## config.mk

```make
export PLATFORM = sky130hd
export DESIGN_NAME = spmv_mem_arbiter_flat
export DESIGN_NICKNAME = d
export VERILOG_FILES = /design/src/rtl/spmv_mem_arbiter_if.sv /design/src/rtl/spmv_mem_arbiter.sv /design/src/flat_wrapper.sv
export SDC_FILE = /design/constraint.sdc
export NUM_CORES = 2
export LEC_CHECK = 0
export ABC_AREA = 1
export CORE_AREA = 2 2 712 714
export CTS_BUF_LIST = sky130_fd_sc_hd__clkbuf_8
export DETAILED_ROUTE_END_ITERATION = 6
export DIE_AREA = 0 0 714 716
export PLACE_DENSITY = 0.56
export SYNTH_ARGS = -nofsm -noshare
export SYNTH_HDL_FRONTEND = slang
export SYNTH_SLANG_ARGS = --single-unit
```

## constraint.sdc

```tcl
create_clock -name clk -period 13.8 [get_ports clk]
set_input_delay 2.76 -clock clk [delete_from_list [all_inputs] [get_ports clk]]
set_output_delay 2.76 -clock clk [all_outputs]
set_load 0.02 [all_outputs]
```

## src/rtl/spmv_mem_arbiter_if.sv

```systemverilog
// Channel-side and memory-controller-side signal bundle of spmv_mem_arbiter.
// The slave modport is the arbiter's view; master is the view of whatever drives it.
interface spmv_mem_arbiter_if #(
    parameter int NUM_CH = 3,
    parameter int ADDR_W = 48,
    parameter int DATA_W = 64,
    parameter int TAG_W  = 3
);
    localparam int CH_W = (NUM_CH > 1) ? $clog2(NUM_CH) : 1;
    localparam int UT_W = TAG_W - CH_W;

    logic [NUM_CH-1:0]        ch_req_valid;
    logic [NUM_CH-1:0]        ch_req_st;
    logic [NUM_CH*ADDR_W-1:0] ch_req_addr;
    logic [NUM_CH*DATA_W-1:0] ch_req_d_or_tag;
    logic [NUM_CH-1:0]        ch_req_ready;

    logic                     req_mem_ld;
    logic                     req_mem_st;
    logic [ADDR_W-1:0]        req_mem_addr;
    logic [DATA_W-1:0]        req_mem_d_or_tag;
    logic                     req_mem_stall;

    logic                     rsp_mem_push;
    logic [TAG_W-1:0]         rsp_mem_tag;
    logic [DATA_W-1:0]        rsp_mem_q;
    logic                     rsp_mem_stall;

    logic [NUM_CH-1:0]        ch_rsp_push;
    logic [UT_W-1:0]          ch_rsp_tag;
    logic [DATA_W-1:0]        ch_rsp_q;
    logic [NUM_CH-1:0]        ch_rsp_stall;

    logic                     busy;
    logic                     tag_err;

    modport slave (
        input  ch_req_valid, ch_req_st, ch_req_addr, ch_req_d_or_tag,
        input  req_mem_stall, rsp_mem_push, rsp_mem_tag, rsp_mem_q, ch_rsp_stall,
        output ch_req_ready, req_mem_ld, req_mem_st, req_mem_addr, req_mem_d_or_tag,
        output rsp_mem_stall, ch_rsp_push, ch_rsp_tag, ch_rsp_q, busy, tag_err
    );

    modport master (
        output ch_req_valid, ch_req_st, ch_req_addr, ch_req_d_or_tag,
        output req_mem_stall, rsp_mem_push, rsp_mem_tag, rsp_mem_q, ch_rsp_stall,
        input  ch_req_ready, req_mem_ld, req_mem_st, req_mem_addr, req_mem_d_or_tag,
        input  rsp_mem_stall, ch_rsp_push, ch_rsp_tag, ch_rsp_q, busy, tag_err
    );
endinterface

```

## src/rtl/spmv_mem_arbiter.sv

```systemverilog
// N-channel MC request arbiter with per-channel load credits and tag rewriting,
// plus the response router that returns MC data to the issuing channel.
module spmv_mem_arbiter #(
    parameter int NUM_CH            = 3,
    parameter int ADDR_W            = 48,
    parameter int DATA_W            = 64,
    parameter int TAG_W             = 3,
    parameter int DEPTH             = 32,
    parameter int ALMOST_FULL_COUNT = 4,
    parameter int MAX_OUTSTANDING   = 16,
    parameter int RR_MODE           = 0
) (
    input  logic              clk,
    input  logic              rst_n,
    spmv_mem_arbiter_if.slave bus
);
    localparam int CH_W  = (NUM_CH > 1) ? $clog2(NUM_CH) : 1;
    localparam int UT_W  = TAG_W - CH_W;
    localparam int PTR_W = $clog2(DEPTH);
    localparam int CNT_W = PTR_W + 1;
    localparam int CRD_W = $clog2(MAX_OUTSTANDING + 1);
    localparam int ENT_W = DATA_W + ADDR_W + 2;

    localparam logic [CNT_W-1:0] AF_LEVEL = CNT_W'(DEPTH - ALMOST_FULL_COUNT);
    localparam logic [CNT_W-1:0] FULL_LVL = CNT_W'(DEPTH);
    localparam logic [CRD_W-1:0] CRD_MAX  = CRD_W'(MAX_OUTSTANDING);
    localparam logic [CH_W:0]    CH_LIMIT = (CH_W + 1)'(NUM_CH);

    logic [CRD_W-1:0]  credit [NUM_CH];
    logic [NUM_CH-1:0] eligible;
    logic [NUM_CH-1:0] grant;
    logic [CH_W-1:0]   grant_idx;
    logic              grant_vld;
    logic [CH_W-1:0]   last_grant;

    logic              sel_st;
    logic [ADDR_W-1:0] sel_addr;
    logic [DATA_W-1:0] sel_d;
    logic [TAG_W-1:0]  ld_tag;
    logic [DATA_W-1:0] wr_d;
    logic [ENT_W-1:0]  wr_ent;
    logic [ENT_W-1:0]  rd_ent;

    logic [ENT_W-1:0]  fifo_mem [DEPTH];
    logic [PTR_W-1:0]  wr_ptr;
    logic [PTR_W-1:0]  rd_ptr;
    logic [CNT_W-1:0]  fifo_cnt;
    logic              fifo_empty;
    logic              fifo_full;
    logic              almost_full;
    logic              fifo_wr;
    logic              fifo_rd;
    logic              stall_r;

    logic [CH_W-1:0]   rsp_idx;
    logic              rsp_idx_ok;
    logic              rsp_route;
    logic              any_credit;

    assign fifo_empty  = (fifo_cnt == '0);
    assign fifo_full   = (fifo_cnt == FULL_LVL);
    assign almost_full = (fifo_cnt >= AF_LEVEL);

    always_comb begin
        eligible = '0;
        for (int i = 0; i < NUM_CH; i++) begin
            eligible[i] = bus.ch_req_valid[i] && !almost_full &&
                          (bus.ch_req_st[i] || (credit[i] < CRD_MAX));
        end
    end

    // Both searches are written so the last assignment is the winner.
    always_comb begin
        int cand;
        cand      = 0;
        grant_idx = '0;
        grant_vld = 1'b0;
        if (RR_MODE != 0) begin
            for (int k = NUM_CH; k >= 1; k--) begin
                cand = int'(last_grant) + k;
                if (cand >= NUM_CH) begin
                    cand = cand - NUM_CH;
                end
                if (eligible[cand]) begin
                    grant_idx = CH_W'(cand);
                    grant_vld = 1'b1;
                end
            end
        end else begin
            for (int i = NUM_CH - 1; i >= 0; i--) begin
                if (eligible[i]) begin
                    grant_idx = CH_W'(i);
                    grant_vld = 1'b1;
                end
            end
        end
    end

    assign grant            = grant_vld ? (NUM_CH'(1) << grant_idx) : '0;
    assign bus.ch_req_ready = grant;
    assign fifo_wr          = grant_vld && !fifo_full;
    assign fifo_rd          = !fifo_empty && !stall_r;

    always_comb begin
        sel_st   = 1'b0;
        sel_addr = '0;
        sel_d    = '0;
        for (int i = 0; i < NUM_CH; i++) begin
            if (grant[i]) begin
                sel_st   = bus.ch_req_st[i];
                sel_addr = bus.ch_req_addr[i*ADDR_W +: ADDR_W];
                sel_d    = bus.ch_req_d_or_tag[i*DATA_W +: DATA_W];
            end
        end
    end

    // Loads carry the channel index in the low tag bits so responses can be routed back.
    assign ld_tag = {sel_d[UT_W-1:0], grant_idx};
    assign wr_d   = sel_st ? sel_d : DATA_W'(ld_tag);
    assign wr_ent = {wr_d, sel_addr, sel_st, ~sel_st};
    assign rd_ent = fifo_mem[rd_ptr];

    always_ff @(posedge clk) begin
        if (fifo_wr) begin
            fifo_mem[wr_ptr] <= wr_ent;
        end
    end

    always_ff @(posedge clk or negedge rst_n) begin
        if (!rst_n) begin
            wr_ptr     <= '0;
            rd_ptr     <= '0;
            fifo_cnt   <= '0;
            last_grant <= CH_W'(NUM_CH - 1);
        end else begin
            if (fifo_wr) begin
                wr_ptr <= wr_ptr + PTR_W'(1);
            end
            if (fifo_rd) begin
                rd_ptr <= rd_ptr + PTR_W'(1);
            end
            case ({fifo_wr, fifo_rd})
                2'b10:   fifo_cnt <= fifo_cnt + CNT_W'(1);
                2'b01:   fifo_cnt <= fifo_cnt - CNT_W'(1);
                default: fifo_cnt <= fifo_cnt;
            endcase
            if (grant_vld) begin
                last_grant <= grant_idx;
            end
        end
    end

    // Address and data hold their last issued value between requests.
    always_ff @(posedge clk or negedge rst_n) begin
        if (!rst_n) begin
            stall_r              <= 1'b0;
            bus.req_mem_ld       <= 1'b0;
            bus.req_mem_st       <= 1'b0;
            bus.req_mem_addr     <= '0;
            bus.req_mem_d_or_tag <= '0;
        end else begin
            stall_r        <= bus.req_mem_stall;
            bus.req_mem_ld <= fifo_rd && rd_ent[0];
            bus.req_mem_st <= fifo_rd && rd_ent[1];
            if (fifo_rd) begin
                bus.req_mem_addr     <= rd_ent[2 +: ADDR_W];
                bus.req_mem_d_or_tag <= rd_ent[ADDR_W+2 +: DATA_W];
            end
        end
    end

    assign rsp_idx    = bus.rsp_mem_tag[CH_W-1:0];
    assign rsp_idx_ok = ({1'b0, rsp_idx} < CH_LIMIT);
    assign rsp_route  = bus.rsp_mem_push && rsp_idx_ok;

    always_ff @(posedge clk or negedge rst_n) begin
        if (!rst_n) begin
            for (int i = 0; i < NUM_CH; i++) begin
                credit[i] <= '0;
            end
        end else begin
            for (int i = 0; i < NUM_CH; i++) begin
                case ({fifo_wr && grant[i] && !bus.ch_req_st[i],
                       rsp_route && (rsp_idx == CH_W'(i)) && (credit[i] != '0)})
                    2'b10:   credit[i] <= credit[i] + CRD_W'(1);
                    2'b01:   credit[i] <= credit[i] - CRD_W'(1);
                    default: credit[i] <= credit[i];
                endcase
            end
        end
    end

    always_ff @(posedge clk or negedge rst_n) begin
        if (!rst_n) begin
            bus.ch_rsp_push   <= '0;
            bus.ch_rsp_tag    <= '0;
            bus.ch_rsp_q      <= '0;
            bus.rsp_mem_stall <= 1'b0;
            bus.tag_err       <= 1'b0;
        end else begin
            bus.ch_rsp_push   <= rsp_route ? (NUM_CH'(1) << rsp_idx) : '0;
            bus.ch_rsp_tag    <= bus.rsp_mem_tag[TAG_W-1:CH_W];
            bus.ch_rsp_q      <= bus.rsp_mem_q;
            bus.rsp_mem_stall <= |bus.ch_rsp_stall;
            if (bus.rsp_mem_push && !rsp_idx_ok) begin
                bus.tag_err <= 1'b1;
            end
        end
    end

    always_comb begin
        any_credit = 1'b0;
        for (int i = 0; i < NUM_CH; i++) begin
            any_credit = any_credit | (credit[i] != '0);
        end
    end

    assign bus.busy = !fifo_empty || any_credit || (|bus.ch_req_valid);

endmodule

```

## src/flat_wrapper.sv

```systemverilog
// flat-port wrapper written by rule: the top's interface ports become plain ports
module spmv_mem_arbiter_flat 
#(
    parameter int NUM_CH            = 3,
    parameter int ADDR_W            = 48,
    parameter int DATA_W            = 64,
    parameter int TAG_W             = 3,
    parameter int DEPTH             = 32,
    parameter int ALMOST_FULL_COUNT = 4,
    parameter int MAX_OUTSTANDING   = 16,
    parameter int RR_MODE           = 0
)
  (clk, rst_n, bus_ch_req_valid, bus_ch_req_st, bus_ch_req_addr, bus_ch_req_d_or_tag, bus_req_mem_stall, bus_rsp_mem_push, bus_rsp_mem_tag, bus_rsp_mem_q, bus_ch_rsp_stall, bus_ch_req_ready, bus_req_mem_ld, bus_req_mem_st, bus_req_mem_addr, bus_req_mem_d_or_tag, bus_rsp_mem_stall, bus_ch_rsp_push, bus_ch_rsp_tag, bus_ch_rsp_q, bus_busy, bus_tag_err);
  spmv_mem_arbiter_if #(.NUM_CH(NUM_CH), .ADDR_W(ADDR_W), .DATA_W(DATA_W), .TAG_W(TAG_W)) bus_i ();
  input  logic clk;
  input  logic rst_n;
  input wire logic [$bits(bus_i.ch_req_valid)-1:0] bus_ch_req_valid;
  input wire logic [$bits(bus_i.ch_req_st)-1:0] bus_ch_req_st;
  input wire logic [$bits(bus_i.ch_req_addr)-1:0] bus_ch_req_addr;
  input wire logic [$bits(bus_i.ch_req_d_or_tag)-1:0] bus_ch_req_d_or_tag;
  input wire logic [$bits(bus_i.req_mem_stall)-1:0] bus_req_mem_stall;
  input wire logic [$bits(bus_i.rsp_mem_push)-1:0] bus_rsp_mem_push;
  input wire logic [$bits(bus_i.rsp_mem_tag)-1:0] bus_rsp_mem_tag;
  input wire logic [$bits(bus_i.rsp_mem_q)-1:0] bus_rsp_mem_q;
  input wire logic [$bits(bus_i.ch_rsp_stall)-1:0] bus_ch_rsp_stall;
  output wire logic [$bits(bus_i.ch_req_ready)-1:0] bus_ch_req_ready;
  output wire logic [$bits(bus_i.req_mem_ld)-1:0] bus_req_mem_ld;
  output wire logic [$bits(bus_i.req_mem_st)-1:0] bus_req_mem_st;
  output wire logic [$bits(bus_i.req_mem_addr)-1:0] bus_req_mem_addr;
  output wire logic [$bits(bus_i.req_mem_d_or_tag)-1:0] bus_req_mem_d_or_tag;
  output wire logic [$bits(bus_i.rsp_mem_stall)-1:0] bus_rsp_mem_stall;
  output wire logic [$bits(bus_i.ch_rsp_push)-1:0] bus_ch_rsp_push;
  output wire logic [$bits(bus_i.ch_rsp_tag)-1:0] bus_ch_rsp_tag;
  output wire logic [$bits(bus_i.ch_rsp_q)-1:0] bus_ch_rsp_q;
  output wire logic [$bits(bus_i.busy)-1:0] bus_busy;
  output wire logic [$bits(bus_i.tag_err)-1:0] bus_tag_err;
  assign bus_i.ch_req_valid = bus_ch_req_valid;
  assign bus_i.ch_req_st = bus_ch_req_st;
  assign bus_i.ch_req_addr = bus_ch_req_addr;
  assign bus_i.ch_req_d_or_tag = bus_ch_req_d_or_tag;
  assign bus_i.req_mem_stall = bus_req_mem_stall;
  assign bus_i.rsp_mem_push = bus_rsp_mem_push;
  assign bus_i.rsp_mem_tag = bus_rsp_mem_tag;
  assign bus_i.rsp_mem_q = bus_rsp_mem_q;
  assign bus_i.ch_rsp_stall = bus_ch_rsp_stall;
  assign bus_ch_req_ready = bus_i.ch_req_ready;
  assign bus_req_mem_ld = bus_i.req_mem_ld;
  assign bus_req_mem_st = bus_i.req_mem_st;
  assign bus_req_mem_addr = bus_i.req_mem_addr;
  assign bus_req_mem_d_or_tag = bus_i.req_mem_d_or_tag;
  assign bus_rsp_mem_stall = bus_i.rsp_mem_stall;
  assign bus_ch_rsp_push = bus_i.ch_rsp_push;
  assign bus_ch_rsp_tag = bus_i.ch_rsp_tag;
  assign bus_ch_rsp_q = bus_i.ch_rsp_q;
  assign bus_busy = bus_i.busy;
  assign bus_tag_err = bus_i.tag_err;
  spmv_mem_arbiter #(.NUM_CH(NUM_CH), .ADDR_W(ADDR_W), .DATA_W(DATA_W), .TAG_W(TAG_W), .DEPTH(DEPTH), .ALMOST_FULL_COUNT(ALMOST_FULL_COUNT), .MAX_OUTSTANDING(MAX_OUTSTANDING), .RR_MODE(RR_MODE)) u_core (.clk(clk), .rst_n(rst_n), .bus(bus_i));
endmodule
```

==> flow_summary_export.csv <==
group,metric,value,unit
status,status,"completed",
die,rows,261,
clock_tree,path_clk_slew,50,ps
clock_tree,cts_sinks,3864,
pwr,irDropWorstVdd,0.000216,V
final_layout,area_growth,15.9,%
timing,tightest_slew,1420,ps
pwr,powerDensity,212,nW/um^2
routing,wl_per_cell,22.0,um
pwr,p_clk_frac,0.246,
critical_path,crit_chain,"clkdlybuf4s50_1 -> inv_1 -> nand2_1 -> nand2_1 -> nand3_4 -> inv_4 -> clkdlybuf4s50_1",
routing,drt_iter0_drc,11200,
clock_tree,cts_setup_buffers,0,
synth,ys_warn_count,0,
die,die_area,511000,sq um
clock_tree,cts_made_buffers,659,
die,coreArea,504000,sq um
timing,slew_headroom,0.0551,
pwr,netSwitchingPower,15900,uW
synth,synth-edff-count,3648,
critical_path,crit_path_start,"bus_ch_req_st[0]",
worst_hold_path,hold_class,"flip-flop to flip-flop",
critical_path,cp_slowest_cell,"inv_4",
timing,timing.final.ws_setup,5200,ps
synth,yosysTopAreaCell,"edfxtp_1",
clock_tree,cts_tree,"yes",
synth,ys_types,34,
critical_path,crit_buf_inv,4,
synth,avgSynthCellArea,10.7,sq um
timing,skew,83.0,ps
timing,fin_crit,8600,ps
synth,syn-num-nets,15400,
clock_tree,cts_resized,0,
synth,netlist_top_cells_area,"edfxtp_1, nand2_1, nand3_1, nor2_1, dfrtp_1",
die,die_w,714,um
clock_tree,ctsHoldBuffers,0,
placed_design,dp_slack,5190,ps
die,die_y,716,um
grt,grt_antenna_before_repair,30,
timing,fin_tns_setup,0,ps
routing,antenna_left,0,
timing,setup_viol_count_final,0,
placed_design,io_buffers,603,
pwr,switching_share,0.403,
placed_design,dp.final_hpwl,262000,um
timing,grt_setup_unrepaired,"false",
synth,synthMuxAreaShare,0,
critical_path,end_kind,"primary output",
synth,synth_area,161000,sq um
synth,async_flop_share,0.0559,
die,start_util,0.319,
critical_path,cpLargestDelayFamily,"buffers and inverters",
synth,synth_compound_area_frac,0.0242,
job,cap_violations,0,
timing,hold_viol_final,0,
worst_hold_path,min-delay-start,"u_core.bus.req_mem_addr[21]",
final_layout,final_area,186000,sq um
synth,synthCells,15000,
grt,grt_use_total,0.190,
routing,viasPerCell,4.79,
routing,drc,0,
synth,synth_top_family_by_area,"simple AND/OR/NAND/NOR gates",
synth,synth_fa_ha_area_frac,0.00221,
synth,synthFlopType,"edfxtp_1",
placed_design,placed_cell_area,174000,sq um
critical_path,cp_max_fo,33,
pwr,pwr-share-comb,0.360,
grt,grt_pass1_vias,105000,
critical_path,critPathKind,"primary input to primary output",
clock_tree,clk_latency,1280,ps
pwr,p_leak,0.0733,uW
clock_tree,cts_buffer_depth,4,
grt,grt_pass1_wl,727000,um
critical_path,start_kind,"primary input",
synth,yosysSeqAreaShare,0.715,
grt,grt_remaining_overflow,0,
die,ios,604,
routing,drt-pass1-iter-count,6,
critical_path,required,11040,ps
placed_design,gp_congestion,0.763,
critical_path,max_stage_delay,800,ps
synth,yosys_register_bits,3864,
final_layout,nets,16100,
clock_tree,cts-root-buf,"clkbuf_8",
grt,grt_max_degree,222,
pwr,p_seq_frac,0.395,
routing,finalWirelength,505000,um
clock_tree,cts_max_level,6,
critical_path,r2r-start,"u_core.fifo_cnt[2]",
critical_path,cp.arrival,5840,ps
synth,yosys.area_share.simple,0.209,
synth,synthXorXnorAreaFrac,0.00109,
synth,synth_top_area_frac,0.681,
pwr,p_int,23600,uW
final_layout,layout-drive-gt1-share,0.0706,
timing,fmax,116,MHz
routing,vias,110000,
timing,period_share,0.623,
timing,timing.final.max_slew_violations,0,
worst register-to-register path, cell delays in order (launching register included):
cell,delay (ps)
dfrtp_1,420
nand3_1,110
nand2_1,130
nor2_1,160
nand2_1,290
nand2_1,590
nand2_1,690
nor2_4,1090
buf_4,800
buf_4,730
metrics by stage:
stage | instances | utilization | power (uW) | hold slack [ps]
3_3_place_gp | 21700 | 0.346 | 30000 | 459
5_1_grt | 22900 | 0.370 | 41700 | 504
6_report | 22900 | 0.370 | 39500 | 475
3_5_place_dp | 21700 | 0.346 | 30100 | 466
4_1_cts | 22900 | 0.370 | 39800 | 482
2_1_floorplan | 15000 | - | 24600 | 463
sequential cells by signal, summed over array words and instances (netlist names), 3 cells and up:
| name | flops |
|---|---|
| u_core.bus.req_mem_addr | 48 |
| u_core.rd_ptr | 5 |
| u_core.credit | 15 |
| u_core.wr_ptr | 5 |
| u_core.fifo_cnt | 6 |
| u_core.bus.ch_rsp_q | 64 |
| u_core.bus.req_mem_d_or_tag | 64 |
| u_core.fifo_mem | 3648 |
| u_core.bus.ch_rsp_push | 3 |
placed cells by master (no fill, tap or decap), types with 3 or more instances in the layout:
cell / Yosys / routed
nor3_1: 10 / 9
xnor2_1: 7 / 7
clkinv_1: 1 / 124
buf_4: 25 / 222
nand3_1: 1650 / 1647
nor2_1: 1628 / 1560
ha_1: 22 / 22
buf_12: 0 / 24
inv_6: 0 / 19
clkinvlp_4: 0 / 10
clkinv_8: 0 / 6
clkbuf_8: 0 / 695
bufinv_16: 0 / 12
nor2_4: 0 / 36
o21ai_1: 4 / 4
inv_1: 1083 / 1347
xor2_1: 13 / 13
nand4_1: 4 / 4
inv_8: 0 / 24
nor2_2: 1 / 33
dfrtp_1: 216 / 212
diode_2: 0 / 4
edfxtp_1: 3648 / 3648
o21ai_0: 523 / 523
nand2_1: 5084 / 5082
dfrtp_4: 0 / 4
clkinv_2: 0 / 42
a31oi_1: 3 / 3
fa_1: 4 / 4
a21oi_1: 235 / 235
clkdlybuf4s50_1: 0 / 602
cells by family after synthesis:
logic type	count (synthesis)
compound gates	773
xor+xnor	20
fa+ha+maj	26
buf+inv	1915
flops	3864
simple gates	8380
cell usage after synthesis, types with 6 or more instances:
cell and number:
nor2_1 1628, nand2_1 5084, clkbuf_1 311, nand3_1 1650, buf_4 25, buf_6 6, nor3_1 10, dfrtp_1 216
inv_1 1083, xor2_1 13, a21oi_1 235, o21ai_0 523, xnor2_1 7, buf_2 429, edfxtp_1 3648, ha_1 22
buf_1 55
metal layers:
layer / wire (um) / part of all wire / GRT usage
met1: 217000 / 0.43 / 0.261
met2: 239000 / 0.47 / 0.314
met3: 35100 / 0.070 / 0.0289
met4: 13900 / 0.027 / 0.0552
met5: 18 / 0.000036 / 0
area by class of cell:
cell class              instances  area, sq um
fillers                     49300       317000
inverters                    1089         4170
well taps                    6706         8390
multi-input cells            9199        38400
diodes                          4         10.0
clock inverters               503         2630
repair buffers                849         8190
flip-flops and latches       3864       115000
clock buffers                 695         9570
power groups by stage:
| stage | Combinational (uW) | Clock [uW] | Sequential, uW |
|---|---|---|---|
| floorplan | 8610 | 0 | 16000 |
| global placement | 14200 | 0 | 15800 |
| detailed placement | 14200 | 0 | 15800 |
| CTS | 14300 | 9930 | 15600 |
| global route | 15600 | 10400 | 15700 |
| finish | 14200 | 9710 | 15600 |
final timing paths:
| path | endpoint | slack, ps | cells after the start |
|---|---|---|---|
| max in group asynchronous | u_core.bus.req_mem_d_or_tag[48] | 10460 | 3 |
| hold reg to reg | u_core.bus.req_mem_addr[21] | 480 | 2 |
| setup / recovery | bus_ch_req_ready[2] | 5200 | 7 |
| setup reg to reg | u_core.fifo_mem[26][14] | 8270 | 9 |
| hold / removal | u_core.bus.req_mem_addr[21] | 480 | 2 |
| min in group asynchronous | u_core.bus.ch_rsp_q[58] | 1510 | 1 |
Power figures use the tool's default switching activity.
